## config.mk

```make
export PLATFORM = sky130hd
export DESIGN_NAME = multi_cycle_control
export DESIGN_NICKNAME = d
export VERILOG_FILES = /design/src/rtl/multi_cycle_control.sv
export SDC_FILE = /design/constraint.sdc
export NUM_CORES = 1
export LEC_CHECK = 0
export ABC_AREA = 1
export BUFFER_PORTS_ARGS = -buffer_cell sky130_fd_sc_hd__buf_2
export CELL_PAD_IN_SITES_DETAIL_PLACEMENT = 0
export CELL_PAD_IN_SITES_GLOBAL_PLACEMENT = 2
export CORE_MARGIN = 1
export CORE_UTILIZATION = 20
export DETAILED_ROUTE_END_ITERATION = 10
export PLACE_DENSITY = 0.87
export SLEW_MARGIN = 20
export SYNTH_ARGS = -nofsm -noshare
export SYNTH_HDL_FRONTEND = slang
export SYNTH_SLANG_ARGS = --single-unit
export TNS_END_PERCENT = 10
```

## constraint.sdc

```tcl
create_clock -name clk -period 1.9 [get_ports clk]
set_input_delay 0.19 -clock clk [delete_from_list [all_inputs] [get_ports clk]]
set_output_delay 0.19 -clock clk [all_outputs]
set_load 0.02 [all_outputs]
```

## src/rtl/multi_cycle_control.sv

```systemverilog
// multi_cycle_control: MIPS-style multi-cycle datapath controller.
// Moore outputs decoded from state; BRANCH pc_we follows zero.
module multi_cycle_control (
    input  logic       clk,
    input  logic       rst,
    input  logic [5:0] opcode,
    input  logic [5:0] funct,
    input  logic       zero,
    output logic [2:0] alu_ctl,
    output logic       alu_src_a,
    output logic [1:0] alu_src_b,
    output logic [1:0] pc_src,
    output logic       pc_we,
    output logic       ir_we,
    output logic       reg_we,
    output logic       mem_read,
    output logic       mem_write,
    output logic       iord,
    output logic       reg_dst,
    output logic       mem_to_reg,
    output logic       illegal,
    output logic [3:0] state
);

    typedef enum logic [3:0] {
        FETCH  = 4'd0,
        DECODE = 4'd1,
        MEMADR = 4'd2,
        MEMRD  = 4'd3,
        MEMWB  = 4'd4,
        MEMWR  = 4'd5,
        EXEC   = 4'd6,
        ALUWB  = 4'd7,
        BRANCH = 4'd8,
        ADDIEX = 4'd9,
        ADDIWB = 4'd10,
        JUMP   = 4'd11
    } state_t;

    localparam logic [5:0] OP_R    = 6'h00;
    localparam logic [5:0] OP_J    = 6'h02;
    localparam logic [5:0] OP_BEQ  = 6'h04;
    localparam logic [5:0] OP_ADDI = 6'h08;
    localparam logic [5:0] OP_LW   = 6'h23;
    localparam logic [5:0] OP_SW   = 6'h2B;

    state_t     cur;
    state_t     nxt;
    logic       f_ok;
    logic [2:0] f_ctl;
    logic       op_ok;

    always_comb begin
        f_ok  = 1'b1;
        f_ctl = 3'b000;
        case (funct)
            6'h20:   f_ctl = 3'b010;
            6'h22:   f_ctl = 3'b110;
            6'h24:   f_ctl = 3'b000;
            6'h25:   f_ctl = 3'b001;
            6'h2A:   f_ctl = 3'b111;
            6'h00:   f_ctl = 3'b011;
            default: f_ok  = 1'b0;
        endcase
    end

    always_comb begin
        op_ok = 1'b0;
        case (opcode)
            OP_LW, OP_SW, OP_BEQ, OP_ADDI, OP_J: op_ok = 1'b1;
            OP_R:    op_ok = f_ok;
            default: op_ok = 1'b0;
        endcase
    end

    always_comb begin
        nxt = FETCH;
        case (cur)
            FETCH:  nxt = DECODE;
            DECODE: begin
                if (op_ok) begin
                    case (opcode)
                        OP_LW, OP_SW: nxt = MEMADR;
                        OP_R:         nxt = EXEC;
                        OP_BEQ:       nxt = BRANCH;
                        OP_ADDI:      nxt = ADDIEX;
                        OP_J:         nxt = JUMP;
                        default:      nxt = FETCH;
                    endcase
                end
            end
            MEMADR: begin
                if (opcode == OP_LW)      nxt = MEMRD;
                else if (opcode == OP_SW) nxt = MEMWR;
            end
            MEMRD:   nxt = MEMWB;
            EXEC:    nxt = ALUWB;
            ADDIEX:  nxt = ADDIWB;
            default: nxt = FETCH;
        endcase
    end

    always_ff @(posedge clk) begin
        if (!rst) cur <= FETCH;
        else      cur <= nxt;
    end

    always_comb begin
        alu_ctl    = 3'b000;
        alu_src_a  = 1'b0;
        alu_src_b  = 2'b00;
        pc_src     = 2'b00;
        pc_we      = 1'b0;
        ir_we      = 1'b0;
        reg_we     = 1'b0;
        mem_read   = 1'b0;
        mem_write  = 1'b0;
        iord       = 1'b0;
        reg_dst    = 1'b0;
        mem_to_reg = 1'b0;
        illegal    = 1'b0;
        case (cur)
            FETCH: begin
                mem_read  = 1'b1;
                ir_we     = 1'b1;
                alu_src_b = 2'b01;
                alu_ctl   = 3'b010;
                pc_we     = 1'b1;
            end
            DECODE: begin
                alu_src_b = 2'b11;
                alu_ctl   = 3'b010;
                illegal   = !op_ok;
            end
            MEMADR, ADDIEX: begin
                alu_src_a = 1'b1;
                alu_src_b = 2'b10;
                alu_ctl   = 3'b010;
            end
            MEMRD: begin
                mem_read = 1'b1;
                iord     = 1'b1;
            end
            MEMWB: begin
                reg_we     = 1'b1;
                mem_to_reg = 1'b1;
            end
            MEMWR: begin
                mem_write = 1'b1;
                iord      = 1'b1;
            end
            EXEC: begin
                alu_src_a = 1'b1;
                alu_ctl   = f_ctl;
            end
            ALUWB: begin
                reg_we  = 1'b1;
                reg_dst = 1'b1;
            end
            BRANCH: begin
                alu_src_a = 1'b1;
                alu_ctl   = 3'b110;
                pc_src    = 2'b01;
                pc_we     = zero;
            end
            ADDIWB:  reg_we = 1'b1;
            JUMP: begin
                pc_src = 2'b10;
                pc_we  = 1'b1;
            end
            default: ;
        endcase
        // Held in reset: FETCH selects, but no strobe may fire.
        if (!rst) begin
            alu_ctl    = 3'b010;
            alu_src_a  = 1'b0;
            alu_src_b  = 2'b01;
            pc_src     = 2'b00;
            pc_we      = 1'b0;
            ir_we      = 1'b0;
            reg_we     = 1'b0;
            mem_read   = 1'b0;
            mem_write  = 1'b0;
            iord       = 1'b0;
            reg_dst    = 1'b0;
            mem_to_reg = 1'b0;
            illegal    = 1'b0;
        end
    end

    assign state = cur;

endmodule

```

# Word level (Yosys, flattened, before mapping)
# Index checks and enable logic that the tools add are counted.
[word_totals]
out_inout_bits = 21
in_bits = 15
word_cells = 70
ff_bits = 4
[classes]
reduce_logical = 14
n_eq_ne = 21
n_mux = 34
[ops]
columns = ["op", "count"]
rows = [
  ["$eq 6x6->1 const B", 7],
  ["$pmux 4 s6", 1],
  ["$mux 1", 20],
  ["$pmux 4 s5", 1],
  ["$eq 4x3->1 const B", 4],
  ["$eq 4x4->1 const B", 4],
  ["$pmux 3 s5", 1],
  ["$logic_not 6->1", 2],
  ["$reduce_or 2->1", 5],
  ["$mux 3", 3],
  ["$pmux 3 s3", 1],
  ["$eq 4x2->1 const B", 2],
  ["$reduce_or 4->1", 2],
  ["$eq 6x2->1 const B", 1],
  ["$eq 6x3->1 const B", 1],
  ["$eq 6x4->1 const B", 1],
  ["$pmux 2 s3", 1],
  ["$reduce_or 6->1", 1],
  ["$reduce_or 5->1", 1],
  ["$eq 4x1->1 const B", 1],
  ["$logic_not 4->1", 1],
  ["$mux 2", 2],
  ["$mux 4", 1],
  ["$pmux 1 s2", 2],
  ["other kinds (3)", 3],
]

# Depth between registers and ports, before layout
# Gate-level depths: netlist (run 1).
[logic_depth]
word_depth = 7
ltp_mapped = 8
ltp_nobuf = 8

# Least setup slack after synthesis (run 1)
# No wires, ideal clock.
[synth_timing]
path_type = "reg-to-output"
startpoint = "register cur[0], in the netlist state[0]"
endpoint = "output reg_we"
arrival_ns = 1.481
n_path_buf = 0
path_slack_ns = 0.229
stages_incl_launch_ff = 6
required_time_ns = 1.710
cell_sequence = "dfxtp_1 nor2_1 nand2_1 nor3_1 nor2_1 o31ai_1"
[synth_between]
elab_chain_len = 4
word_cells_on_any_way = 6
cone_classes = "eq/ne: 3; mux: 2; reduce/logical: 1"
[synth_rtl]
columns = ["item", "line", "source"]
rows = [
  ["from (decl)", "47", "state_t cur;"],
  ["from (signal assigned)", "105", "else cur <= nxt;"],
  ["$eq 4x3->1 / $eq 4x4->1 (equally long branches)", "122", "case (cur)"],
  ["$reduce_or 3->1 (no line) (*)", "n/a", ""],
  ["$mux 1 (*)", "122", ""],
  ["$mux 1 (*)", "174", "if (!rst) begin"],
  ["to (decl)", "15", "output logic reg_we,"],
]
# Every way passes the cells marked *; elsewhere a longest branch is shown, timed or not.

# Final worst setup path (run 1)
[layout_timing]
startpoint = "register cur[3], in the netlist state[3]"
endpoint = "output illegal"
[layout_between]
elab_chain_len = 3
[layout_rtl]
columns = ["item", "line", "source"]
rows = [
  ["$eq 4x1->1", "122", ""],
  ["$mux 1", "122", ""],
  ["$mux 1", "174", ""],
  ["to (decl)", "21", "output logic illegal,"],
]
# Every way passes these cells.

==> results of run 1 <==
==> report_power, final <==
| group | switching (mW) | leakage [nW] | internal, mW |
|---|---|---|---|
| clock | 0.0300 | 0.0138 | 0.0703 |
| combinational | 0.0632 | 0.457 | 0.0331 |
| sequential | 0.00313 | 0.0326 | 0.0866 |
| total | 0.0964 | 0.503 | 0.190 |
==> cell type report <==
| type | count | area (sq um) |
|---|---|---|
| Tap cell | 31 | 38.79 |
| Sequential cell | 4 | 80.08 |
| Clock buffer | 3 | 22.52 |
| Multi-Input combinational cell | 89 | 441.7 |
| Timing Repair Buffer | 35 | 175.2 |
| Inverter | 25 | 95.09 |
| Fill cell | 323 | 1999 |
==> cell usage after synthesis <==
library cell / number
inv_2: 4
inv_1: 19
buf_4: 1
a31oi_1: 5
o21ai_1: 2
clkinv_1: 1
o21ai_0: 1
nand2_1: 24
o31ai_1: 1
nor2_2: 7
a21oi_1: 7
nand3_1: 12
nor3_1: 2
nor2_4: 2
dfxtp_1: 4
nor4_2: 1
a21oi_2: 1
nand2_2: 3
nor2_1: 18
clkinv_2: 1
nand4_1: 3
==> through the flow <==
step	instances	instance area [sq um]	setup slack, ns
2_1_floorplan	119	624.3	0.2287
3_5_place_dp	184	830.8	0.4102
5_1_grt	187	853.3	0.04033
6_report	187	853.3	0.2024
3_3_place_gp	184	830.8	0.4169
4_1_cts	187	853.3	0.1610
==> cell usage in the layout (no fill, tap or decap) <==
cell	Yosys	final
o31ai_1	1	1
clkinv_2	1	1
inv_2	4	4
clkbuf_4	0	3
nand4_1	3	3
nor2_1	18	18
o21ai_1	2	2
nor2_2	7	7
a21oi_2	1	1
buf_2	0	35
nor3_1	2	2
clkinv_1	1	1
inv_1	19	19
nand3_1	12	12
nor4_2	1	1
nand2_1	24	24
nor2_4	2	2
nand2_2	3	3
a21oi_1	7	7
o21ai_0	1	1
dfxtp_1	4	4
a31oi_1	5	5
==> kinds of logic (layout without fill, tap and decap cells) <==
group / count (synthesis) / count (layout) / synth area share (%)
AO/OA/AOI/OAI: 17 / 17 / 15.63
flip-flops: 4 / 4 / 12.83
buffers and inverters: 26 / 63 / 16.43
AND/OR/NAND/NOR: 72 / 72 / 55.11
==> routing by layer <==
layer / wire, um / share of wire [%] / global-route usage, %
met2: 807 / 44 / 18.56
met1: 828 / 46 / 15.51
met5: 0 / 0 / 0
met4: 0 / 0 / 5.102
met3: 181 / 10 / 1.786
==> path summary, 6_finish.rpt <==
check,from,end,depth (start not counted)
max,state[3],illegal,6
min,opcode[3],state[2],3
max reg2reg,state[1],state[1],7
min reg2reg,state[0],state[3],4
==> tightest hold or removal path, stage by stage <==
cell and delay, ns:
buf_2 0.12, a31oi_1 0.09, a21oi_1 0.13
==> impl_results.md, run 1 <==
- PostCTS Resize Cnt: 0
- Die Span X: 57.87 um
- DRT Pass-1 Iters: 7
- Clock Skew: roughly 0.0013 ns
- RD Place Congestion: 0.8744
- Type of origin of the critical path: flip-flop
- WL/cell: 9.717 um
- Worst-Margin Slew: 0.2605 ns
- Max-slew headroom: between 80 and 90%
- Largest delay share family, worst path: simple AND/OR/NAND/NOR gates
- Crit share post-route: 89.35%
- Syn nets: 134
- CTS tree: done
- Nets@finish: 173
- Remaining routing DRC violations: 4
- Peak VDD IR: ~0.0001 V
- Crit-path max cell delay: 0.37 ns
- Root buffer cell: clkbuf_4
- Die Ht: 57.87 um
- Initial antenna violation count: 0
- Hold slack: between 0.3 and 0.4 ns
- Failing checks: DRC
- Post-synthesis sequential area ratio: about 13%
- Pin count of the biggest net entering global routing: 18
- Critical-path top delay cell: dfxtp_1
- Routed Antenna Nets: 0
- Core area: 0.002853 sq mm
- Endpoints failing setup: 0
- Post-layout util: between 20% and 30%
- Share of cells above drive strength 1: 36.54%
- Ys Warns: 0
- Row cnt: 19
- Remaining Overflow, GRT: 0
- Post-Syn Area: approximately 620 sq um
- Synth area leader: nand2_1
- Synth Instances: roughly 120
- I/O Buffers: 35
- H-tree levels: 1
- Synth top area cells: nand2_1 (14%), dfxtp_1 (13%), inv_1 (11%)
- Final HPWL from detailed placement: 1.583 mm
- Synthesis-to-finish area growth: 36.67%
- Max reg flops: 4
- Clk pin slew, worst setup/hold paths: roughly 0.030 ns
- CP Cell Sequence: nor2_2, inv_2, nor2_4, inv_1, nor3_1, buf_2
- CP bufs+invs: 3
- CP Class: flip-flop to output port
- CTS Buf Count: 3
- I/O Pins: 36
- Global-route wire length before repair: ~3.1 mm
- Initial Util: a little over a fifth
- #FFs+latches synth: 4
- Pwr Density: about 340 mW/mm^2
- Vias in the first global route: about 740
- GRT Util Overall: 11.63%
- Final count of pins violating max slew: 0
- Ant. Diodes: 0
- Die ar.: ~0.0033 sq mm
- Via count: between 800 and 900
- CP Max Fanout: 6
- Leakage: between 0.5 and 0.6 nW
- Clock Latency Late Sink: 0.23 ns
- PnR Total Power: 286.4 uW
- Achievable frequency: between 0.5 and 0.6 GHz
- Worst Hold Class: input port to flip-flop
- CTS Sinks: 4
- Syn Area/Cell: 5.247 sq um
- Setup tns final: 0 ns
- Top-area cell type share of the netlist area: 14.43%
- Period minus WS final: 1.698 ns
- Outcome: complete, but fails checks
- Count of final hold-check violations: 0
- Total Wirelength: 1.817 mm
- Vias/cell: between 4 and 5
- RSZ-0062 raised after global routing: false
- Post-synthesis cell type count: 21
- Clk buf depth: 2
- Critical path data arrival time: 1.51 ns
- Crit end category: output port
- Initial DRC count: 60
- Setup Buffers After CTS: 0
- Max-cap violations: 0
- Setup slack, reg-to-reg: 0.70 ns
- Critical Path RT: 1.71 ns
- # hold bufs at CTS: 0
No activity file was read; power rests on OpenSTA's default activity.
==> inputs of run 2 (changes only) <==
==> constraint.sdc (replaced) <==
create_clock -name clk -period 1.9 [get_ports clk]
set_input_delay 0.19 -clock clk [delete_from_list [all_inputs] [get_ports clk]]
set_output_delay 0.19 -clock clk [all_outputs]
set_load 0.05 [all_outputs]
==> run 2 against run 1 <==
- the flow still finishes with violations (DRC)
- hold slack got worse by 0.0076 ns
- final cell count unchanged
- maximum frequency decreased by 6.2%
- setup slack got worse by 0.11 ns
- routed wire length increased by 3.6%
- clock power about the same
- largest power group is now combinational logic
- highest routed layer unchanged
==> impl_results.md, run 2 (synthesis gave the netlist of run 1 again) <==
- GRT Util Overall: 11.81%
- Clock Latency Late Sink: 0.23 ns
- Initial Util: 21.89%
- I/O Buffers: 35
- Max-slew headroom: 78.04%
- Share of cells above drive strength 1: between 30% and 40%
- R2R depth: 6
- Via count: 849
- CP Capture Point: alu_src_b[1]
- Worst Hold Class: input port to flip-flop
- Outcome: complete, but fails checks
- Achievable frequency: 0.5524 GHz
- RSZ-0062 raised after global routing: true
- Failing checks: DRC
- CP Max Fanout: 6
- # hold bufs at CTS: 0
- Crit end category: output port
- R2R Path End: state[1]
- CTS Buf Count: 3
- CP bufs+invs: 3
- Setup tns final: 0 ns
- WP depth: 6
- CP Class: flip-flop to output port
- Die ar.: 0.003349 sq mm
- Type of origin of the critical path: flip-flop
- Global-route wire length before repair: 3.187 mm
- I/O Pins: 36
- Peak VDD IR: around 0.00016 V
- Final HPWL from detailed placement: 1.578 mm
- Largest delay share family, worst path: buffers and inverters
- Post-layout util: 31.40%
- Nets@finish: 173
- Row cnt: 19
- Leakage: 0.5045 nW
- Critical Path RT: 1.71 ns
- Critical R2R Launch: state[3]
- Total Wirelength: ~1.9 mm
- Initial antenna violation count: 0
- Clk buf depth: 2
- Pwr Density: 354.7 mW/mm^2
- CTS Sinks: 4
- Crit path launch: state[3]
- Worst-Margin Slew: about 0.33 ns
- Critical path data arrival time: 1.62 ns
- Count of final hold-check violations: 0
- Commonest non-fill, non-tap cell in the layout: buf_2
- H-tree levels: 1
- Initial DRC count: 39
- Synthesis-to-finish area growth: 43.49%
- Most frequent cells in the layout: buf_2 (30), nand2_1 (24), inv_1 (19), nor2_1 (18), nand3_1 (12)
- Die Ht: 57.87 um
- Crit share post-route: 95.28%
- Root buffer cell: clkbuf_4
- Max reg flops: 4
- Vias/cell: 4.540
- Endpoints failing setup: 0
- Final count of pins violating max slew: 0
- Routed Antenna Nets: 0
- RD Place Congestion: approximately 0.82
- Max-cap violations: 0
- Clock Skew: about 0.00037 ns
- Setup slack, reg-to-reg: 0.66 ns
- CTS tree: done
- WL/cell: 10.07 um
- Ant. Diodes: 0
- Core area: 0.002853 sq mm
- DRT Pass-1 Iters: 7
- Remaining Overflow, GRT: 0
- Clk pin slew, worst setup/hold paths: around 0.040 ns
- Pin count of the biggest net entering global routing: 18
- Critical-path top delay cell: dfxtp_1
- Remaining routing DRC violations: 6
- Die Span X: 57.87 um
- Crit-path max cell delay: 0.39 ns
- Period minus WS final: 1.810 ns
- Vias in the first global route: 761
- CP Cell Sequence: nor2_2, inv_2, nor2_4, inv_1, a31oi_2, clkbuf_4
==> run 2: stage by stage <==
stage          worst slack, ns  std cells  total power [mW]  hold WS, ns  cell area, sq um
5_1_grt               -0.02566        187            0.3411       0.3968             895.9
6_report               0.08966        187            0.3177       0.3400             895.9
4_1_cts                0.05093        187            0.3202       0.3447             883.3
2_1_floorplan          -0.2677        119            0.1752       0.3799             654.4
3_5_place_dp            0.3075        184            0.2142       0.5837             860.8
3_3_place_gp            0.3103        184            0.2147       0.5905             860.8
==> run 2: timing repair <==
| item | in CTS | in global routing |
|---|---|---|
| setup endpoints to repair | 0 | 5 |
| buffers inserted | 0 | 0 |
| resized for setup | 0 | 6 |
==> run 2: report_power, final <==
group	total (mW)	switching (mW)	internal [mW]
clock network	0.103	0.0329	0.0705
logic	0.125	0.0895	0.0354
registers	0.0894	0.00286	0.0865
==> run 2: area by class of cell <==
cell class | instances | area, sq um
fillers | 337 | 1957
well taps | 31 | 38.79
repair buffers | 35 | 187.7
clock buffers | 3 | 22.52
multi-input cells | 89 | 471.7
flip-flops and latches | 4 | 80.08
inverters | 25 | 95.09
==> run 2: layer usage <==
layer	routed length (um)	vias up	share of wire (%)	GRT usage (%)
li1	-	454	-	-
met1	915	355	49	16.82
met2	820	40	44	18.88
met3	147	0	7.8	1.339
met4	0	0	0	3.061
met5	0	-	0	0
==> run 2: worst min-delay path by stage <==
stage | start | endpoint | slack (ns) | depth (start not counted)
floorplan | opcode[3] | state[2] | 0.38 | 2
global placement | opcode[3] | state[2] | 0.59 | 3
detailed placement | opcode[3] | state[2] | 0.58 | 3
CTS | opcode[3] | state[2] | 0.34 | 3
global route | opcode[3] | state[2] | 0.40 | 3
finish | opcode[3] | state[2] | 0.34 | 3
==> run 2: worst min-delay path, stage by stage <==
cell and delay [ns]:
buf_2 0.11, a31oi_1 0.08, a21oi_1 0.13
==> inputs of run 3 (changes only) <==
--- a/config.mk
+++ b/config.mk
@@ -13,6 +13,7 @@
 export CORE_UTILIZATION = 20
 export DETAILED_ROUTE_END_ITERATION = 10
 export PLACE_DENSITY = 0.87
+export RECOVER_POWER = 25
 export SLEW_MARGIN = 20
 export SYNTH_ARGS = -nofsm -noshare
 export SYNTH_HDL_FRONTEND = slang
==> run 3 against run 2 <==
- the run still ends with DRC left
- sequential share of layout area hardly changed
- clock power hardly changed
- final area is 0.42% lower
- maximum frequency is 0.16% higher
- critical path depth stayed put
- first-iteration DRC count stayed put
- die area stayed put
- routed wire length is 0.21% higher
- combinational power hardly changed
- final cell count stayed put
- register-to-register slack hardly changed
- largest cell class unchanged
==> impl_results.md, run 3 (synthesis gave the netlist of run 1 again) <==
- Final count of pins violating max slew: 0
- Critical-path top delay cell: dfxtp_1
- Endpoints failing setup: 0
- Initial antenna violation count: 0
- Pre-CTS setup slack: approximately 0.31 ns
- Remaining Overflow, GRT: 0
- # hold bufs at CTS: 0
- Remaining routing DRC violations: 6
- CTS Sinks: 4
- Setup slack, reg-to-reg: ~0.66 ns
- Critical R2R Launch: state[3]
- RSZ-0062 raised after global routing: true
- Achievable frequency: roughly 0.55 GHz
- Vias in the first global route: 761
- Most frequent cells in the layout: buf_2 (27), nand2_1 (24), inv_1 (19), nor2_1 (18), nand3_1 (12)
- Critical Path RT: 1.71 ns
- Pwr Density: 355.4 mW/mm^2
- Worst-Margin Slew: 0.5929 ns
- Ant. Diodes: 0
- Via count: 850
- Initial Util: between 20% and 30%
- Setup Buffers After CTS: 0
- Worst hold stages: 3
- Count of final hold-check violations: 0
- CTS Buf Count: 3
- Max-cap violations: 0
- Die ar.: 0.003349 sq mm
- Largest delay share family, worst path: buffers and inverters
- Pin count of the biggest net entering global routing: 18
- Final worst slack: 0.09249 ns
- Critical path data arrival time: 1.62 ns
- Clock Skew: 0.0001241 ns
- Worst Hold Class: input port to flip-flop
- Die Ht: 57.87 um
- Global-route wire length before repair: about 3.2 mm
- Post-layout util: a little under a third
- Worst hold path endpoint: state[2]
- CP bufs+invs: 3
- Max reg flops: 4
- Share of cells above drive strength 1: 37.18%
- Clk pin slew, worst setup/hold paths: 0.04 ns
- Root buffer cell: clkbuf_4
- Outcome: complete, but fails checks
- Peak VDD IR: 0.0001604 V
- Final HPWL from detailed placement: 1.578 mm
- H-tree levels: 1
- Nets@finish: approximately 170
- Initial DRC count: 39
- I/O Pins: 36
- CP Cell Sequence: nor2_2, inv_2, nor2_4, inv_1, a31oi_2, clkbuf_4
- Crit share post-route: a little over nine tenths
- Total Wirelength: 1.887 mm
- Row cnt: 19
- Core area: about 0.0029 sq mm
- Crit-path max cell delay: 0.39 ns
- CP Max Fanout: 6
- Clock Latency Late Sink: 0.23 ns
- Commonest non-fill, non-tap cell in the layout: buf_2
- RD Place Congestion: 0.8230
- DRT Pass-1 Iters: 7
- R2R Path End: state[1]
- Vias/cell: 4.545
- Type of origin of the critical path: flip-flop
- WL/cell: about 10 um
- Routed Antenna Nets: 0
- Clk buf depth: 2
- PostCTS Resize Cnt: 0
- GRT Util Overall: 11.81%
- Max-slew headroom: 60.64%
- Leakage: 0.4924 nW
- CTS tree: done
- Period minus WS final: 1.808 ns
- CP Class: flip-flop to output port
- R2R depth: 6
- Worst Min Path Start: opcode[3]
- I/O Buffers: 35
- Failing checks: DRC
- Synthesis-to-finish area growth: 42.89%
- Die Span X: 57.87 um
- Crit end category: output port
-- run 3: worst min-delay path: stages --
cell	delay [ns]
buf_2	0.11
a31oi_1	0.08
a21oi_1	0.13
-- run 3: power breakdown --
group	switching (mW)	internal, mW
clock	0.0326	0.0705
sequential	0.00294	0.0865
combinational	0.0896	0.0349
-- run 3: how the worst max path moves through the flow --
stage / startpoint / end / slack [ns] / cells past startpoint
finish: state[3] / alu_src_b[1] / 0.09 / 6
global placement: state[1] / alu_src_a / 0.31 / 9
detailed placement: state[1] / alu_src_a / 0.31 / 9
CTS: state[1] / alu_src_a / 0.05 / 9
global route: state[3] / alu_src_b[1] / -0.03 / 6
floorplan: state[2] / alu_ctl[0] / -0.27 / 6
-- run 3: final cells by class --
class / instances / area (sq um)
fillers: 339 / 1961
multi-input cells: 89 / 471.7
repair buffers: 35 / 183.9
inverters: 25 / 95.09
flip-flops and latches: 4 / 80.08
well taps: 31 / 38.79
clock buffers: 3 / 22.52
-- run 3: through the flow --
stage               setup TNS, ns  cells  cell area, sq um  hold WS (ns)  power, mW
CTS                             0    187             883.3        0.3447     0.3202
detailed placement              0    184             860.8        0.5837     0.2142
finish                          0    187             892.1        0.3402     0.3171
floorplan                  -1.153    119             654.4        0.3799     0.1752
global placement                0    184             860.8        0.5905     0.2147
global route             -0.03031    187             892.1        0.3968     0.3406
-- run 3: layer usage --
metal | share of wire, % | GRT usage (%) | vias up | routed length, um
li1 | - | - | 454 | -
met1 | 48 | 16.82 | 356 | 915
met2 | 44 | 18.88 | 40 | 823
met3 | 7.9 | 1.339 | 0 | 149
met4 | 0 | 3.061 | 0 | 0
met5 | 0 | 0 | - | 0
